## config.mk

```make
export PLATFORM = sky130hd
export DESIGN_NAME = store_buffer_flat
export DESIGN_NICKNAME = d
export VERILOG_FILES = /design/src/rtl/store_buffer_pkg.sv /design/src/rtl/store_buffer_if.sv /design/src/rtl/store_buffer_lane_align.sv /design/src/rtl/store_buffer.sv /design/src/flat_wrapper.sv
export SDC_FILE = /design/constraint.sdc
export NUM_CORES = 1
export LEC_CHECK = 0
export CAP_MARGIN = 20
export CORE_ASPECT_RATIO = 0.8
export CORE_MARGIN = 2
export CORE_UTILIZATION = 60
export CTS_CLUSTER_DIAMETER = 150
export DETAILED_ROUTE_END_ITERATION = 7
export GPL_TIMING_DRIVEN = 0
export PLACE_DENSITY = 0.91
export SLEW_MARGIN = 20
export SYNTH_ARGS = -nofsm -noshare
export SYNTH_HDL_FRONTEND = slang
export SYNTH_SLANG_ARGS = --single-unit
```

## constraint.sdc

```tcl
create_clock -name clk -period 16.4 [get_ports clk]
set_input_delay 3.28 -clock clk [delete_from_list [all_inputs] [get_ports clk]]
set_output_delay 3.28 -clock clk [all_outputs]
set_load 0.02 [all_outputs]
```

## src/rtl/store_buffer_pkg.sv

```systemverilog
// Shared types and defaults for the committed-store buffer.
// Entry layout keeps the word address separate from the byte mask so lookups compare words only.
package store_buffer_pkg;

    localparam int SB_XLEN          = 32;
    localparam int SB_DEPTH_DEFAULT = 4;

    typedef enum logic [1:0] {
        SZ_BYTE = 2'd0,
        SZ_HALF = 2'd1,
        SZ_WORD = 2'd2
    } mem_size_e;

    typedef struct packed {
        logic                 valid;
        logic [SB_XLEN-3:0]   waddr;
        logic [3:0]           wmask;
        logic [SB_XLEN-1:0]   data;
    } sb_entry_t;

    function automatic logic [SB_XLEN-3:0] word_addr(input logic [SB_XLEN-1:0] addr);
        return addr[SB_XLEN-1:2];
    endfunction

endpackage

```

## src/rtl/store_buffer_if.sv

```systemverilog
// Store, drain and load-lookup signal bundle of the store buffer.
// slave: the buffer itself; master: the surrounding pipeline (or a bench).
interface store_buffer_if #(
    parameter int XLEN = 32
);
    logic            st_valid;
    logic [XLEN-1:0] st_addr;
    logic [XLEN-1:0] st_data;
    logic [2:0]      st_funct3;
    logic            st_accept;

    logic            dmem_req_valid;
    logic [XLEN-1:0] dmem_addr;
    logic [XLEN-1:0] dmem_wdata;
    logic [3:0]      dmem_wmask;
    logic            dmem_req_rdy;

    logic            ld_valid;
    logic [XLEN-1:0] ld_addr;
    logic [2:0]      ld_funct3;
    logic            fwd_hit;
    logic [XLEN-1:0] fwd_data;
    logic            ld_conflict;

    logic            sb_empty;
    logic            misalign_err;

    modport slave (
        input  st_valid, st_addr, st_data, st_funct3, dmem_req_rdy,
               ld_valid, ld_addr, ld_funct3,
        output st_accept, dmem_req_valid, dmem_addr, dmem_wdata, dmem_wmask,
               fwd_hit, fwd_data, ld_conflict, sb_empty, misalign_err
    );

    modport master (
        output st_valid, st_addr, st_data, st_funct3, dmem_req_rdy,
               ld_valid, ld_addr, ld_funct3,
        input  st_accept, dmem_req_valid, dmem_addr, dmem_wdata, dmem_wmask,
               fwd_hit, fwd_data, ld_conflict, sb_empty, misalign_err
    );
endinterface

```

## src/rtl/store_buffer_lane_align.sv

```systemverilog
// store_lane_align: maps access size + addr[1:0] to byte mask, lane-replicated data, misaligned flag.
// Purely combinational; shared by the store write path and the load byte-need path.
module store_lane_align
    import store_buffer_pkg::*;
(
    input  logic [1:0]         size,
    input  logic [1:0]         addr_lo,
    input  logic [SB_XLEN-1:0] data,
    output logic [3:0]         mask,
    output logic [SB_XLEN-1:0] shifted,
    output logic               misaligned
);
    // Shifting inside a 4-bit result drops lanes past byte 3 on misaligned halves.
    always_comb begin
        mask       = 4'b0000;
        shifted    = data;
        misaligned = 1'b0;
        case (mem_size_e'(size))
            SZ_BYTE: begin
                mask    = 4'b0001 << addr_lo;
                shifted = {4{data[7:0]}};
            end
            SZ_HALF: begin
                mask       = 4'b0011 << addr_lo;
                shifted    = {2{data[15:0]}};
                misaligned = addr_lo[0];
            end
            SZ_WORD: begin
                mask       = 4'hF;
                misaligned = (addr_lo != 2'b00);
            end
            default: ;
        endcase
    end
endmodule

```

## src/rtl/store_buffer.sv

```systemverilog
// Committed-store FIFO: queues stores in order, drains one per cycle to D$, forwards to loads.
// Latency: store visible to lookup/drain the cycle after accept; lookup is same-cycle combinational.
// Backpressure: st_accept drops only when full; head request holds while dmem_req_rdy is low. Option: SB_FWD_EN.
module store_buffer
    import store_buffer_pkg::*;
#(
    parameter int SB_DEPTH = SB_DEPTH_DEFAULT,
    parameter int XLEN     = SB_XLEN
)(
    input  logic           clk,
    input  logic           rst,
    store_buffer_if.slave  sb
);
    localparam int PW = $clog2(SB_DEPTH);

    sb_entry_t       entries [SB_DEPTH];
    logic [PW-1:0]   head, tail;
    logic [PW:0]     count;
    logic            misalign_q;

    logic [3:0]      st_mask, ld_need;
    logic [XLEN-1:0] st_shifted, ld_shifted_unused;
    logic            st_misaligned, ld_misaligned_unused;
    logic            push, pop, req_valid;

    store_lane_align u_st_align (
        .size(sb.st_funct3[1:0]), .addr_lo(sb.st_addr[1:0]), .data(sb.st_data),
        .mask(st_mask), .shifted(st_shifted), .misaligned(st_misaligned)
    );

    store_lane_align u_ld_align (
        .size(sb.ld_funct3[1:0]), .addr_lo(sb.ld_addr[1:0]), .data('0),
        .mask(ld_need), .shifted(ld_shifted_unused), .misaligned(ld_misaligned_unused)
    );

    // Fullness uses the registered count only, so D$ readiness never reaches st_accept.
    assign push      = !rst && sb.st_valid && (count != (PW+1)'(SB_DEPTH));
    assign req_valid = (count != '0);
    assign pop       = req_valid && sb.dmem_req_rdy;

    always_ff @(posedge clk) begin
        if (rst) begin
            head       <= '0;
            tail       <= '0;
            count      <= '0;
            misalign_q <= 1'b0;
            for (int i = 0; i < SB_DEPTH; i++) entries[i] <= '0;
        end else begin
            if (push) begin
                entries[tail] <= '{valid: 1'b1, waddr: word_addr(sb.st_addr),
                                   wmask: st_mask, data: st_shifted};
                tail <= tail + 1'b1;
                if (st_misaligned) misalign_q <= 1'b1;
            end
            if (pop) begin
                entries[head].valid <= 1'b0;
                head <= head + 1'b1;
            end
            case ({push, pop})
                2'b10:   count <= count + 1'b1;
                2'b01:   count <= count - 1'b1;
                default: count <= count;
            endcase
        end
    end

    assign sb.st_accept      = push;
    assign sb.dmem_req_valid = req_valid;
    assign sb.dmem_addr      = req_valid ? {entries[head].waddr, 2'b00} : '0;
    assign sb.dmem_wdata     = req_valid ? entries[head].data : '0;
    assign sb.dmem_wmask     = req_valid ? entries[head].wmask : '0;
    assign sb.sb_empty       = !req_valid;
    assign sb.misalign_err   = misalign_q;

    logic            lk_hit, lk_conflict;
    logic [XLEN-1:0] lk_data;
    logic [PW-1:0]   lk_idx;

    // Walk oldest to youngest from head; later matches overwrite, so the youngest decides.
    always_comb begin
        lk_hit      = 1'b0;
        lk_conflict = 1'b0;
        lk_data     = '0;
        lk_idx      = head;
        for (int k = 0; k < SB_DEPTH; k++) begin
            lk_idx = head + PW'(k);
            if (entries[lk_idx].valid && entries[lk_idx].waddr == word_addr(sb.ld_addr)
                && (entries[lk_idx].wmask & ld_need) != 4'b0000) begin
`ifdef SB_FWD_EN
                if ((entries[lk_idx].wmask & ld_need) == ld_need) begin
                    lk_hit      = 1'b1;
                    lk_conflict = 1'b0;
                    lk_data     = entries[lk_idx].data;
                end else begin
                    lk_hit      = 1'b0;
                    lk_conflict = 1'b1;
                    lk_data     = '0;
                end
`else
                lk_conflict = 1'b1;
`endif
            end
        end
    end

    assign sb.fwd_hit     = sb.ld_valid && lk_hit;
    assign sb.fwd_data    = sb.ld_valid ? lk_data : '0;
    assign sb.ld_conflict = sb.ld_valid && lk_conflict;

    logic unused_ok;
    assign unused_ok = ^{sb.st_funct3[2], sb.ld_funct3[2], ld_shifted_unused, ld_misaligned_unused};
endmodule

```

## src/flat_wrapper.sv

```systemverilog
// flat-port wrapper written by rule: the top's interface ports become plain ports
module store_buffer_flat import store_buffer_pkg::*;
#(
    parameter int SB_DEPTH = SB_DEPTH_DEFAULT,
    parameter int XLEN     = SB_XLEN
)
  (clk, rst, sb_st_valid, sb_st_addr, sb_st_data, sb_st_funct3, sb_dmem_req_rdy, sb_ld_valid, sb_ld_addr, sb_ld_funct3, sb_st_accept, sb_dmem_req_valid, sb_dmem_addr, sb_dmem_wdata, sb_dmem_wmask, sb_fwd_hit, sb_fwd_data, sb_ld_conflict, sb_sb_empty, sb_misalign_err);
  store_buffer_if #(.XLEN(XLEN)) sb_i ();
  input  logic clk;
  input  logic rst;
  input wire logic [$bits(sb_i.st_valid)-1:0] sb_st_valid;
  input wire logic [$bits(sb_i.st_addr)-1:0] sb_st_addr;
  input wire logic [$bits(sb_i.st_data)-1:0] sb_st_data;
  input wire logic [$bits(sb_i.st_funct3)-1:0] sb_st_funct3;
  input wire logic [$bits(sb_i.dmem_req_rdy)-1:0] sb_dmem_req_rdy;
  input wire logic [$bits(sb_i.ld_valid)-1:0] sb_ld_valid;
  input wire logic [$bits(sb_i.ld_addr)-1:0] sb_ld_addr;
  input wire logic [$bits(sb_i.ld_funct3)-1:0] sb_ld_funct3;
  output wire logic [$bits(sb_i.st_accept)-1:0] sb_st_accept;
  output wire logic [$bits(sb_i.dmem_req_valid)-1:0] sb_dmem_req_valid;
  output wire logic [$bits(sb_i.dmem_addr)-1:0] sb_dmem_addr;
  output wire logic [$bits(sb_i.dmem_wdata)-1:0] sb_dmem_wdata;
  output wire logic [$bits(sb_i.dmem_wmask)-1:0] sb_dmem_wmask;
  output wire logic [$bits(sb_i.fwd_hit)-1:0] sb_fwd_hit;
  output wire logic [$bits(sb_i.fwd_data)-1:0] sb_fwd_data;
  output wire logic [$bits(sb_i.ld_conflict)-1:0] sb_ld_conflict;
  output wire logic [$bits(sb_i.sb_empty)-1:0] sb_sb_empty;
  output wire logic [$bits(sb_i.misalign_err)-1:0] sb_misalign_err;
  assign sb_i.st_valid = sb_st_valid;
  assign sb_i.st_addr = sb_st_addr;
  assign sb_i.st_data = sb_st_data;
  assign sb_i.st_funct3 = sb_st_funct3;
  assign sb_i.dmem_req_rdy = sb_dmem_req_rdy;
  assign sb_i.ld_valid = sb_ld_valid;
  assign sb_i.ld_addr = sb_ld_addr;
  assign sb_i.ld_funct3 = sb_ld_funct3;
  assign sb_st_accept = sb_i.st_accept;
  assign sb_dmem_req_valid = sb_i.dmem_req_valid;
  assign sb_dmem_addr = sb_i.dmem_addr;
  assign sb_dmem_wdata = sb_i.dmem_wdata;
  assign sb_dmem_wmask = sb_i.dmem_wmask;
  assign sb_fwd_hit = sb_i.fwd_hit;
  assign sb_fwd_data = sb_i.fwd_data;
  assign sb_ld_conflict = sb_i.ld_conflict;
  assign sb_sb_empty = sb_i.sb_empty;
  assign sb_misalign_err = sb_i.misalign_err;
  store_buffer #(.SB_DEPTH(SB_DEPTH), .XLEN(XLEN)) u_core (.clk(clk), .rst(rst), .sb(sb_i));
endmodule
```

==> results of run 1 <==
kinds of logic after synthesis:
| group | after synthesis | share of synthesized area |
|---|---|---|
| DFF | 278 | 0.474 |
| buffers and inverters | 180 | 0.0550 |
| adders and majority gates | 9 | 0.00694 |
| other | 1 | 0.000217 |
| muxes | 227 | 0.202 |
| xor gates and xnor gates | 120 | 0.0608 |
| AOI/OAI and AO/OA | 156 | 0.0575 |
| and+or+nand+nor | 487 | 0.143 |
final timing paths:
check / from / to / slack, ps / depth (start not counted)
max reg2reg: u_core.head[0] / register / 11430 / 13
max: u_core.head[0] / sb_ld_conflict / 5940 / 16
min reg2reg: u_core.count[2] / u_core.count[2] / 560 / 2
min: u_core.count[2] / u_core.count[2] / 560 / 2
worst register-to-register path: cells and delay by family (launching register included):
| family | cells | cell delay, ps |
|---|---|---|
| AO/OA/AOI/OAI | 1 | 160 |
| adder cells (fa/ha/maj) | 1 | 340 |
| buffers and inverters | 10 | 3840 |
| flip-flops | 1 | 380 |
| AND/OR/NAND/NOR | 1 | 170 |
cells in the mapped netlist, types with 3 or more instances:
library cell | instances | area, sq um
a22oi_1 | 11 | 82.6
a221oi_1 | 3 | 26.3
o21ai_0 | 32 | 160
nor4_1 | 19 | 119
o211ai_1 | 6 | 45.0
inv_1 | 26 | 97.6
mux2_2 | 21 | 236
clkbuf_1 | 71 | 267
or3_1 | 5 | 31.3
buf_6 | 5 | 56.3
o22ai_1 | 6 | 37.5
nand3_1 | 8 | 40.0
mux4_1 | 10 | 263
buf_4 | 39 | 293
o21ai_1 | 4 | 20.0
a21oi_1 | 53 | 265
nor3_1 | 12 | 60.1
mux2_1 | 4 | 45.0
and3_1 | 44 | 275
a31oi_1 | 5 | 31.3
o2111ai_1 | 4 | 35.0
and2_1 | 157 | 982
a22o_1 | 9 | 78.8
mux4_2 | 81 | 1820
xor2_1 | 61 | 534
edfxtp_1 | 264 | 7930
ha_1 | 8 | 100
a211oi_1 | 6 | 45.0
nand2b_1 | 6 | 37.5
nor2b_1 | 3 | 18.8
nor2_1 | 174 | 653
xnor2_1 | 59 | 517
dfxtp_1 | 14 | 280
o221ai_1 | 3 | 26.3
buf_2 | 18 | 90.1
buf_12 | 3 | 60.1
nand4_1 | 9 | 56.3
nand2_1 | 44 | 165
mux2i_1 | 109 | 1090
buf_1 | 15 | 56.3
final cells by class:
cell class / count / area (sq um)
diodes: 3 / 7.51
plain buffers: 153 / 851
clock buffers: 40 / 797
clock inverters: 11 / 155
fillers: 1863 / 7780
inverters: 27 / 101
multi-input cells: 1034 / 8300
flip-flops and latches: 278 / 8210
well taps: 370 / 463
repair buffers: 158 / 1690
registers in the layout, indices dropped and copies added, names as in the netlist, named ones only:
| name | cells |
|---|---|
| u_core.entries | 268 |
| u_core.count | 3 |
| u_core.tail | 2 |
| u_core.head | 2 |
| u_core.sb.misalign_err | 1 |
through the flow:
stage / util / hold slack [ps]
final: 0.726 / 562
after global routing: 0.726 / 594
after CTS: 0.725 / 554
after detailed placement: 0.692 / 511
after global placement: 0.684 / 474
after floorplan: - / 467
routing by layer:
| layer | wire length (microns) | up-vias |
|---|---|---|
| met3 | 10700 | 237 |
| met5 | 0 | - |
| met1 | 25000 | 7122 |
| met2 | 29100 | 1357 |
| li1 | - | 5726 |
| met4 | 2920 | 0 |
power by group through the flow:
stage / clock network [mW] / logic [mW] / registers, mW
floorplan: 0 / 0.886 / 0.896
global placement: 0 / 1.43 / 0.911
detailed placement: 0 / 1.46 / 0.910
CTS: 0.674 / 1.47 / 0.896
global route: 0.701 / 1.55 / 0.903
finish: 0.684 / 1.53 / 0.899
==> flow_summary.json, run 1 <==
{
  "cp_slowest_cell": "nor4_1",
  "die_x_microns": 194,
  "outcome": "finished clean",
  "area_delta_synth_final_pct": 18.9,
  "yosys_most_used_dff": "edfxtp_1",
  "nets": 1796,
  "port_buffers": 151,
  "final_cell_mix": "264 x edfxtp_1, 174 x nor2_1, 157 x and2_1, 151 x clkdlybuf4s50_1, 109 x mux2i_1",
  "layout_commonest_cell": "edfxtp_1",
  "finalWirelength_mm": 67.7,
  "ys_ff_latch": 278,
  "grtUsageMet1": 0.607,
  "power.total_mw": 3.12,
  "p_sw_frac": 0.411,
  "min_period_over_period": 0.638,
  "placed_area_sq_um": 19600,
  "ctsHoldBuffers": 0,
  "crit_chain": "buf_6 > buf_12 > buf_6 > buf_4 > buf_2 > inv_1 > ha_1 > buf_2 > buf_1 > mux4_2 > xor2_1 > nor4_1 > nand4_1 > o41ai_2 > a221o_1 > clkdlybuf4s50_1",
  "p_leak_nw": 7.51,
  "insertion_delay_ps": 560,
  "combPwrFrac": 0.492,
  "cts_resized": 0,
  "max-vdd-ir-drop_v": 0.000118,
  "clock_sinks": 278,
  "slew_headroom": 0.278,
  "async_flop_share": 0,
  "ant_nets": 0,
  "final_max_slew_viol_count": 0,
  "cts_buffers": 28,
  "vias": 14400,
  "worst_pin_slew_ps": 1080,
  "hp-class": "reg -> reg",
  "start_util": 0.610,
  "top_usage_layer": "met2",
  "critical-path-top-delay-family": "buffers and inverters",
  "clockPowerShare": 0.219,
  "drc": 0,
  "cellInternalPower_mw": 1.84,
  "postSynthAreaPerCell_sq_um": 11.9,
  "dr.first_iter.drc_count": 2641,
  "power_density_nw_per_um2": 151,
  "cts_tree": "yes",
  "grt_overflow_total": 0,
  "hold_viol_final": 0,
  "dp.cells": 2020,
  "vias_per_cell": 6.96,
  "htreeDepth": 1,
  "totalNegativeSetupSlack_ps": 0,
  "drv_cap": 0,
  "synth_edf_count": 264,
  "max_stage_delay_ps": 870,
  "critical_path_class": "reg -> out",
  "startpoint_type": "register",
  "syn_inst": 1458,
  "timing.fmax_ghz": 0.0956,
  "path_clk_slew_ps": 60,
  "grt_usage": 0.442,
  "crit_path_max_fanout": 10,
  "gr-usage-met3": 0.148,
  "grt_pass1_wl_mm": 95.4,
  "ys_types": 63,
  "ctsRootBufferMaster": "clkbuf_16",
  "fin_crit_ps": 10460,
  "antenna_found_initial": 3,
  "rows": 55,
  "grt_max_degree": 41,
  "rsz0062_at_grt": "false",
  "wl_per_cell_microns": 32.7,
  "ys_seq_area_frac": 0.474,
  "crit_required_ps": 13120,
  "core_area_sq_um": 28400,
  "setup_ws_ps": 5940,
  "post_cts_buffers": 0,
  "stdcell_area_sq_um": 20600,
  "cts_max_path_buffers": 3,
  "post-place-ws_ps": 6670,
  "gr-usage-met2": 0.666,
  "p_seq_frac": 0.289,
  "crit_buf_inv": 9,
  "ios": 213,
  "dr.pass1.iters": 7,
  "die_h_microns": 156,
  "final_cell_count_no_fill": 2074,
  "first_global_vias": 14000,
  "switching_power_mw": 1.28,
  "place_hpwl_mm": 49.1,
  "yosys_warnings": 0,
  "critical_path_arrival_ps": 7180,
  "dieArea_sq_um": 30200,
  "drive_gt1_frac": 0.132,
  "cp-end-kind": "primary output",
  "fin_worst_skew_ps": 14.5,
  "globalplace.congestion": 1.08,
  "synth_area_sq_um": 17300,
  "setup_viol": 0
}
Note: power is estimated with default switching activity, not from simulation.
==> run 2, diff against run 1 <==
--- a/config.mk
+++ b/config.mk
@@ -8,11 +8,11 @@
 export CAP_MARGIN = 20
 export CORE_ASPECT_RATIO = 0.8
 export CORE_MARGIN = 2
-export CORE_UTILIZATION = 60
+export CORE_UTILIZATION = 51
 export CTS_CLUSTER_DIAMETER = 150
 export DETAILED_ROUTE_END_ITERATION = 7
 export GPL_TIMING_DRIVEN = 0
-export PLACE_DENSITY = 0.91
+export PLACE_DENSITY = 0.83
 export SLEW_MARGIN = 20
 export SYNTH_ARGS = -nofsm -noshare
 export SYNTH_HDL_FRONTEND = slang
==> constraint.sdc (replaced) <==
create_clock -name clk -period 9.4 [get_ports clk]
set_input_delay 1.88 -clock clk [delete_from_list [all_inputs] [get_ports clk]]
set_output_delay 1.88 -clock clk [all_outputs]
set_load 0.02 [all_outputs]
==> run 2 against run 1 <==
Effect of this change:
- count of clock-buffer cells in the layout decreased by 3
- combinational power is 69% higher
- critical path depth did not move
- via count decreased by 4.1%
- worst hold slack got worse by 68 ps
==> flow_summary.json, run 2 (synthesis results as in run 1) <==
{
  "drv_cap": 0,
  "die_h_microns": 169,
  "wl_per_cell_microns": 29.4,
  "stdcell_area_sq_um": 20600,
  "layout_commonest_cell": "edfxtp_1",
  "vias_per_cell": 6.47,
  "first_global_vias": 13400,
  "crit_chain": "buf_6 > buf_12 > buf_6 > buf_4 > buf_2 > inv_1 > ha_1 > buf_2 > buf_1 > mux4_2 > xor2_1 > nor4_1 > o2111ai_1 > o41ai_2 > a221o_1 > clkdlybuf4s50_1",
  "timing.fmax_ghz": 0.110,
  "ant_nets": 0,
  "grt_max_degree": 47,
  "cp-end-kind": "primary output",
  "rows": 60,
  "insertion_delay_ps": 600,
  "cts_resized": 0,
  "slew_headroom": 0.228,
  "min_period_over_period": 0.969,
  "largest_reg_flops": 268,
  "grt_usage": 0.354,
  "hp-class": "reg -> reg",
  "max_stage_delay_ps": 960,
  "critical_path_arrival_ps": 7230,
  "dp.cells": 2083,
  "largest-register": "u_core.entries",
  "core_area_sq_um": 33500,
  "crit_path_max_fanout": 10,
  "dr.first_iter.drc_count": 2131,
  "finalWirelength_mm": 62.8,
  "crit_required_ps": 7520,
  "crit_buf_inv": 9,
  "grt_pass1_wl_mm": 90.2,
  "critical_path_class": "reg -> out",
  "grt_overflow_total": 0,
  "drc": 0,
  "area_delta_synth_final_pct": 19.2,
  "clock_sinks": 278,
  "final_cell_mix": "264 x edfxtp_1, 174 x nor2_1, 157 x and2_1, 151 x clkdlybuf4s50_1, 109 x mux2i_1",
  "max-vdd-ir-drop_v": 0.000225,
  "antenna_found_initial": 3,
  "placed_area_sq_um": 19700,
  "worst_pin_slew_ps": 1150,
  "final_cell_count_no_fill": 2139,
  "ios": 213,
  "ctsRootBufferMaster": "clkbuf_16",
  "final_max_slew_viol_count": 0,
  "outcome": "finished clean",
  "cts_max_path_buffers": 3,
  "cp_slowest_cell": "nor4_1",
  "post_cts_buffers": 0,
  "power_density_nw_per_um2": 257,
  "fin_crit_ps": 9110,
  "place_hpwl_mm": 45.9,
  "startpoint_type": "register",
  "top_regs": "u_core.entries x268, u_core.count x3",
  "power.total_mw": 5.29,
  "port_buffers": 151,
  "dieArea_sq_um": 35400,
  "totalNegativeSetupSlack_ps": 0,
  "ctsHoldBuffers": 0,
  "path_clk_slew_ps": 70,
  "start_util": 0.517,
  "nFillCells": 2600,
  "rsz0062_at_grt": "false",
  "fin_worst_skew_ps": 36.5,
  "cts_buffers": 28,
  "hold_viol_final": 0,
  "critical-path-top-delay-family": "buffers and inverters",
  "globalplace.congestion": 1.16,
  "vias": 13800,
  "setup_viol": 0,
  "drive_gt1_frac": 0.135,
  "nets": 1795,
  "p_leak_nw": 7.48,
  "htreeDepth": 1,
  "cts_tree": "yes",
  "die_x_microns": 210,
  "dr.pass1.iters": 6
}
==> run 2: worst register-to-register path, delay by kind of cell, from the launching register on <==
kind	cells	cell delay, ps
buf+inv	10	3670
fa+ha+maj	1	330
flops	1	390
simple gates	1	180
compound gates	1	130
==> run 2: path summary, 6_finish.rpt <==
kind	startpoint	to	slack (ps)	depth (start not counted)
setup / recovery	u_core.head[0]	sb_ld_conflict	290	16
hold / removal	u_core.sb.misalign_err	u_core.sb.misalign_err	490	2
setup reg to reg	u_core.head[0]	register	4610	13
hold reg to reg	u_core.sb.misalign_err	u_core.sb.misalign_err	490	2
==> run 2: power by group <==
group          switching, mW  total (mW)  internal [mW]
Clock                  0.509        1.15          0.638
Sequential            0.0745        1.57           1.49
Combinational           1.57        2.58           1.01
Total                   2.15        5.29           3.14
==> run 2: through the flow <==
stage,hold WS [ps],setup WS (ps),utilization
2_1_floorplan,467,1780,-
3_3_place_gp,473,-2940,0.582
3_5_place_dp,464,1240,0.588
4_1_cts,498,603,0.615
5_1_grt,546,296,0.615
6_report,494,291,0.616
==> run 2: area by class of cell <==
class,instances,area (sq um),share of cell area
Antenna cell,4,10.0,0.000486
Clock buffer,37,774,0.0376
Buffer,153,851,0.0413
Clock inverter,15,156,0.00759
Timing Repair Buffer,157,1670,0.0810
Inverter,27,101,0.00492
Multi-Input combinational cell,1034,8300,0.403
Tap cell,434,543,0.0263
Sequential cell,278,8210,0.398
==> run 2: layer usage <==
metal | GRT usage | share of wire | routed length (microns)
met4 | 0.136 | 0.045 | 2860
met2 | 0.529 | 0.43 | 27200
met3 | 0.0931 | 0.14 | 8910
met1 | 0.499 | 0.38 | 23800
met5 | 0 | 0 | 0
